==> config.mk <==
export PLATFORM = sky130hd
export DESIGN_NAME = fp_share_arbiter
export DESIGN_NICKNAME = d
export VERILOG_FILES = /design/src/rtl/fp_arb_pkg.sv /design/src/rtl/fp_share_arbiter_rr_grant.sv /design/src/rtl/fp_share_arbiter.sv
export SDC_FILE = /design/constraint.sdc
export NUM_CORES = 1
export LEC_CHECK = 0
export ABC_AREA = 1
export CAP_MARGIN = 25
export CORE_AREA = 2 2 231 233
export CTS_BUF_LIST = sky130_fd_sc_hd__clkbuf_4
export DETAILED_ROUTE_END_ITERATION = 8
export DIE_AREA = 0 0 233 235
export GPL_TIMING_DRIVEN = 0
export PLACE_DENSITY_LB_ADDON = 0.3
export REMOVE_ABC_BUFFERS = 1
export SYNTH_ARGS = -nofsm -noshare
export SYNTH_HDL_FRONTEND = slang
export SYNTH_SLANG_ARGS = --single-unit
==> constraint.sdc <==
create_clock -name clock -period 5.8 [get_ports clock]
set_clock_uncertainty 0.05 [all_clocks]
set_input_delay 0.58 -clock clock [delete_from_list [all_inputs] [get_ports clock]]
set_output_delay 0.58 -clock clock [all_outputs]
set_load 0.005 [all_outputs]
==> src/rtl/fp_arb_pkg.sv <==
// Shared definitions for the FP unit sharing arbiter: data width, FP modes,
// arbiter state encoding and fixed requester slot assignments.
package fp_arb_pkg;

    localparam int FP_DATA_W = 48;

    localparam logic FP_MODE_ADD = 1'b0;
    localparam logic FP_MODE_MUL = 1'b1;

    // Fixed requester slots; further requesters (Jacobi iteration) take the next indices
    localparam int REQ_UPDY = 0;
    localparam int REQ_WRY  = 1;

    typedef enum logic [1:0] {
        IDLE  = 2'd0,
        RUN   = 2'd1,
        DRAIN = 2'd2
    } arb_state_e;

endpackage

==> src/rtl/fp_share_arbiter_rr_grant.sv <==
// Combinational round-robin picker: first valid requester at or after the
// pointer (wrapping), returned as a one-hot grant plus its binary index.
module rr_grant #(
    parameter int N     = 4,
    parameter int IDX_W = (N > 1) ? $clog2(N) : 1
) (
    input  logic [IDX_W-1:0] ptr,
    input  logic [N-1:0]     valid,
    output logic [N-1:0]     grant,
    output logic [IDX_W-1:0] grant_idx
);

    always_comb begin
        int   idx;
        logic found;
        grant     = '0;
        grant_idx = '0;
        found     = 1'b0;
        idx       = 0;
        for (int k = 0; k < N; k++) begin
            idx = (int'(ptr) + k) % N;
            if (!found && valid[IDX_W'(idx)]) begin
                found                 = 1'b1;
                grant[IDX_W'(idx)]    = 1'b1;
                grant_idx             = IDX_W'(idx);
            end
        end
    end

endmodule

==> src/rtl/fp_share_arbiter.sv <==
// Shares one pipelined FP unit between NUM_REQ requesters with round-robin issue
// and a tag pipe that routes each result back. FP_SHARE_ARB_STATS_EN adds counters.
module fp_share_arbiter
    import fp_arb_pkg::*;
#(
    parameter int NUM_REQ    = 4,
    parameter int FP_LATENCY = 3,
    parameter int DATA_W     = FP_DATA_W
) (
    input  logic                      clock,
    input  logic                      reset,
    input  logic                      in_arbEnable,
    input  logic [NUM_REQ-1:0]        in_reqValid,
    input  logic [NUM_REQ*DATA_W-1:0] in_reqOpA,
    input  logic [NUM_REQ*DATA_W-1:0] in_reqOpB,
    input  logic [NUM_REQ-1:0]        in_reqMode,
    output logic [NUM_REQ-1:0]        op_reqReady,
    output logic [DATA_W-1:0]         op_fpIn1,
    output logic [DATA_W-1:0]         op_fpIn2,
    output logic                      op_fpMode,
    input  logic [DATA_W-1:0]         in_fpOut,
    output logic [NUM_REQ-1:0]        op_rspValid,
    output logic [DATA_W-1:0]         op_rspData,
    output logic                      op_idle
`ifdef FP_SHARE_ARB_STATS_EN
    ,
    output logic [31:0]               op_issueCount,
    output logic [31:0]               op_stallCount
`endif
);

    localparam int IDX_W  = (NUM_REQ > 1) ? $clog2(NUM_REQ) : 1;
    localparam int STAGES = FP_LATENCY + 1;

    arb_state_e         state_reg;
    arb_state_e         state_next;
    logic [IDX_W-1:0]   ptr_reg;
    logic [NUM_REQ-1:0] grant;
    logic [IDX_W-1:0]   grant_idx;
    logic               issue;
    logic [STAGES-1:0]  tag_vld_reg;
    logic [IDX_W-1:0]   tag_idx_reg [STAGES];
    logic [DATA_W-1:0]  op_a [NUM_REQ];
    logic [DATA_W-1:0]  op_b [NUM_REQ];

    generate
        for (genvar gi = 0; gi < NUM_REQ; gi++) begin : g_unpack
            assign op_a[gi] = in_reqOpA[gi*DATA_W +: DATA_W];
            assign op_b[gi] = in_reqOpB[gi*DATA_W +: DATA_W];
        end
    endgenerate

    rr_grant #(
        .N     (NUM_REQ),
        .IDX_W (IDX_W)
    ) u_rr_grant (
        .ptr       (ptr_reg),
        .valid     (in_reqValid),
        .grant     (grant),
        .grant_idx (grant_idx)
    );

    always_comb begin
        state_next = state_reg;
        if (reset) begin
            state_next = IDLE;
        end else begin
            case (state_reg)
                IDLE:    if (in_arbEnable) state_next = RUN;
                RUN:     if (!in_arbEnable) state_next = DRAIN;
                DRAIN: begin
                    if (in_arbEnable)            state_next = RUN;
                    else if (tag_vld_reg == '0)  state_next = IDLE;
                end
                default: state_next = IDLE;
            endcase
        end
    end

    // Gating on the next state lets a dropping enable block issue in the same cycle
    assign op_reqReady = (state_next == RUN) ? grant : '0;
    assign issue       = |(in_reqValid & op_reqReady);
    assign op_idle     = (state_reg == IDLE) && (tag_vld_reg == '0);

    always_ff @(posedge clock) begin
        if (reset) begin
            state_reg   <= IDLE;
            ptr_reg     <= '0;
            tag_vld_reg <= '0;
            for (int k = 0; k < STAGES; k++) tag_idx_reg[k] <= '0;
            op_fpIn1    <= '0;
            op_fpIn2    <= '0;
            op_fpMode   <= FP_MODE_ADD;
            op_rspValid <= '0;
            op_rspData  <= '0;
        end else begin
            state_reg      <= state_next;
            tag_vld_reg    <= {tag_vld_reg[STAGES-2:0], issue};
            tag_idx_reg[0] <= grant_idx;
            for (int k = 1; k < STAGES; k++) tag_idx_reg[k] <= tag_idx_reg[k-1];

            if (issue) begin
                ptr_reg   <= (grant_idx == IDX_W'(NUM_REQ-1)) ? '0 : grant_idx + IDX_W'(1);
                op_fpIn1  <= op_a[grant_idx];
                op_fpIn2  <= op_b[grant_idx];
                op_fpMode <= in_reqMode[grant_idx];
            end else begin
                op_fpIn1  <= '0;
                op_fpIn2  <= '0;
                op_fpMode <= FP_MODE_ADD;
            end

            // Last tag stage lines up with the cycle in_fpOut carries that op's result
            op_rspValid <= '0;
            if (tag_vld_reg[STAGES-1]) begin
                op_rspValid[tag_idx_reg[STAGES-1]] <= 1'b1;
                op_rspData <= in_fpOut;
            end else begin
                op_rspData <= '0;
            end
        end
    end

`ifdef FP_SHARE_ARB_STATS_EN
    logic [31:0] issue_cnt_reg;
    logic [31:0] stall_cnt_reg;

    always_ff @(posedge clock) begin
        if (reset) begin
            issue_cnt_reg <= '0;
            stall_cnt_reg <= '0;
        end else begin
            if (issue && issue_cnt_reg != '1)
                issue_cnt_reg <= issue_cnt_reg + 32'd1;
            if ((|in_reqValid) && !issue && stall_cnt_reg != '1)
                stall_cnt_reg <= stall_cnt_reg + 32'd1;
        end
    end

    assign op_issueCount = issue_cnt_reg;
    assign op_stallCount = stall_cnt_reg;
`endif

endmodule
# After elaboration in Yosys (flattened, before gate mapping)
# Memories as Yosys holds them, arrays and structs flattened.
# Index checks and enable logic that the tools add are counted.
# word_totals
reg_bits	157
ramBits	8
inputBits	443
out_inout_bits	154
word_cells	113
memories	1
# classes
n_addsub	4
n_lt_le_gt_ge	12
eq_ne	4
muxes	56
n_bitwise	11
reduce_logical	17
# memory_table
name	words	width	rd	rd_ports_with_merged_regs	wr	line	text
tag_idx_reg	4	2	4	0	4	fp_share_arbiter.sv:42	logic [IDX_W-1:0] tag_idx_reg [STAGES];
# op_table
operator	count
$bmux 48 s2	2
$mux 48	4
$mux 2	14
$mux 1	20
$mux 4	5
$lt 2x4->1 const B	4
$or 4x4->4	3
$bmux 1 s2	5
$demux 1 s2	5
$ge 2x1->1 const B	5
$logic_and 1x1->1	9
$lt 2x3->1 const B	2
$pmux 2 s3	1
$add 2x1->2 const B	2
$add 2x2->2 const B	2
$and 4x4->4	1
$eq 2x1->1 const B	2
$eq 2x2->1 const B	2
$logic_not 4->1	1
$or 1x1->1	4
$reduce_or 2->1	2
$reduce_or 4->1	1
$ge 3x3->1 const B	1
$logic_not 1->1	3
other kinds (3)	4

# Longest topological paths before layout
# logic_depth
depth_word	18
depth_mapped	17
mapped_depth_nobuf	15

# Modules after synthesis
# A second synthesis with hierarchy kept.
# hier_totals
hier_cells	1190
area_unflattened_um2	8300.5
# by_module_without_submodules
module	n_inst	cells_each	area_each_um2	seq_area_each_um2
fp_share_arbiter	1	1090	7728.7	3303.2
rr_grant	1	100	571.8	0.0

# Worst setup path before layout
# OpenSTA, ideal clock, no wires.
# synth_path
path_type	register -> register
from	reg (tool-made name)
to	reg op_fpIn1[12]
setup_ns	0.070
t_arrival_ns	2.356
t_required_ns	5.680
path_slack_ns	3.323
path_stages_with_launch	15
n_path_buf	2
synth_period_minus_slack_ns	2.477
path_cell_list	dfxtp_1 > inv_2 > ha_1 > inv_1 > nand2_1 > nand2_2 > nor3_1 > nand2_1 > nand3_1 > nand2_4 > clkinv_2 > buf_4 > buf_2 > nand2_1 > a21oi_1
# synth_rtl
item	line	text
end signal: assignment	fp_share_arbiter.sv:104	op_fpIn1 <= op_a[grant_idx];
end: declaration	fp_share_arbiter.sv:18	output logic [DATA_W-1:0] op_fpIn1,

==> out/metrics.csv <==
metric,value,unit
synth warn,0,
Slew @ Worst Pin,0.892,ns
core box area,52200,um^2
initial DRC count,346,
FMAX,0.218,GHz
Final #Nets,2359,
slowest library cell on the worst path,dfxtp_1,
post-route ant nets,0,
dpl hpwl,28300,um
first-pass GRT wire length,54000,um
critical path's largest stage delay,0.64,ns
Tot Pwr,6070,uW
number of synthesized flops with an enable pin,0,
Final GP Congestion,0.852,
vias,9966,
final period utilization,0.790,
relative slew slack,0.405,
final core occ,0.289,
Psw,3170,uW
outcome,"complete, no violations",
Hold Path Class,primary input to flop,
Placement Cell Area,14800,um^2
Final Max Tran Viols,0,
grt total ovfl,0,
Setup CP Type,flop to flop,
Max Used Layer,met4,
synthesized area,8280,um^2
Top Registers,"op_fpIn1 x48, op_fpIn2 x48, op_rspData x48",
PwrDens,402,nW/um^2
number of CTS-inserted buffers,17,
metal3 WL,2320,um
vias per cell,3.81,
area growth from synthesis to layout,82.4,%
flip-flop and latch count after synthesis,165,
post-CTS resize count,0,
setup fix buffers added after clock tree synthesis,0,
Mapped Cells,1364,
CP Launch Type,flop,
largest net degree at the start of global routing,125,
drt total wl,37000,um
overall routing resource usage,0.131,
most frequent CP cell,nand2_1,
Int Power,2910,uW
Fin. Hold Viols,0,
sequential share of power,0.224,
antenna violations before repair,2,
endpoint type of the worst setup path,flop,
CTS sink count,165,
share of flip-flops with an asynchronous set or reset,0,
root buf cell,clkbuf_4,
Die X-Extent,233,um
"Seq/Total Area, Yosys",0.399,
Die Height,235,um
layout cells sized above 1,0.0271,
worst path cell trace,inv_2 -> ha_1 -> inv_1 -> nand3_1 -> nand2_1 -> nor2_1 -> nand2_1 -> o21ai_1 -> a21oi_2 -> nand2_8 -> buf_16 -> inv_6 -> buf_16 -> nand2_1 -> nand2_1 -> nand2_1 -> a21oi_1,
met1 WL,14800,um
remaining routing DRC violations,0,
LEAKAGE,0.00683,uW
switching part of the total,0.522,
average size of a mapped cell,6.07,um^2
CTS tree,built,
post-route setup TNS,0,ns
VDD IR max,0.000435,V
Clk pwr share,0.112,
met2 WL,18900,um
RSZ-0062 raised after global routing,no,
setup violators final,0,
WP data required,6.35,ns
TritonRoute pass-1 iters,6,
Cell variety after synth,28,
H-tree Lvls,4,
Comb pwr share,0.664,
Die ar.,54800,um^2
worst slack at placement,1.11,ns
"Clk Latency, worst-skew pair",0.72,ns
"Arr. time, crit path",5.13,ns
port bufs,596,
max cap viols,0,
fin crit period,4.58,ns
initial core utilization,0.159,
cts hold-fix bufs,0,
Most used DFF post-synth,dfxtp_1,
clock slew seen by the registers of the worst setup and hold paths,0.17,ns
cell row count,84,
PnR worst setup slack,1.22,ns
CTS max path bufs,2,
WL/cell,14.2,um
crit-path max FO,124,
post-route design area,15100,um^2
I/O pin total,597,
vias in the first global route,9487,
placed cells by master (no fill, tap or decap), types with 3 or more instances in the layout:
master / count
dfxtp_1: 165
inv_8: 3
inv_6: 4
nand4_1: 6
clkdlybuf4s50_1: 596
clkinv_4: 6
nand2_1: 814
clkbuf_4: 18
nand3_1: 16
ha_1: 8
a21oi_1: 103
buf_12: 4
buf_16: 3
diode_2: 4
nor2_1: 68
nor3_1: 6
inv_1: 78
nand2_2: 4
final cells by class:
type | count | area [um^2]
Sequential cell | 165 | 3300
Inverter | 82 | 318
Tap cell | 688 | 861
Clock buffer | 18 | 135
Clock inverter | 14 | 119
Multi-Input combinational cell | 1039 | 4230
Fill cell | 5801 | 37100
Antenna cell | 4 | 10.0
Timing Repair Buffer | 603 | 6130
path summary, 6_finish.rpt:
path	depth (start not counted)	from	slack, ns	end
setup / recovery	17	flop	1.22	op_fpIn1[45]
hold / removal	3	in_fpOut[43]	0.31	op_rspData[43]
setup reg to reg	17	flop	1.22	op_fpIn1[45]
hold reg to reg	2	tag_idx_reg[1][0]	0.36	tag_idx_reg[2][0]
per-layer routing:
| metal | global-route usage | up-vias |
|---|---|---|
| met1 | 0.143 | 4400 |
| met2 | 0.238 | 320 |
| met4 | 0.0544 | 0 |
| met3 | 0.0329 | 42 |
| li1 | - | 5204 |
| met5 | 0 | - |
cell families after synthesis:
logic type,share of synthesized area
compound gates,0.0678
flops,0.399
xor+xnor,0.00106
buf+inv,0.0932
fa+ha+maj,0.0121
simple gates,0.427
Yosys cell counts, types with 2 or more instances:
master	n	share of area
inv_2	3	0.0014
inv_1	78	0.035
nand3_1	16	0.0097
dfxtp_1	165	0.40
buf_4	21	0.019
ha_1	8	0.012
nor3_1	6	0.0036
nor2_1	68	0.031
nand4_1	6	0.0045
o21ai_0	2	0.0012
buf_2	25	0.015
nand3_2	2	0.0024
nand2_2	4	0.0030
a21oi_1	103	0.062
nand2_1	815	0.37
clkbuf_1	23	0.010
buf_6	8	0.011
worst max-delay path: cells and delay by family (launching register included):
| family | cells | cell delay (ns) |
|---|---|---|
| buf+inv | 5 | 1.48 |
| simple gates | 8 | 1.00 |
| flops | 1 | 0.64 |
| compound gates | 3 | 0.63 |
| fa+ha+maj | 1 | 0.41 |
power by group through the flow:
stage	sequential, uW	combinational (uW)	clock [uW]
2_1_floorplan	1400	2500	0
3_3_place_gp	1390	4280	0
3_5_place_dp	1390	4080	0
4_1_cts	1360	4090	745
5_1_grt	1380	4570	776
6_report	1360	4030	679
stage by stage:
stage	cells	hold WS [ns]
floorplan	1286	0.338
global placement	2570	0.343
detailed placement	2577	0.345
CTS	2609	0.128
global route	2613	0.181
finish	2613	0.313
No activity file was read; power rests on OpenSTA's default activity.
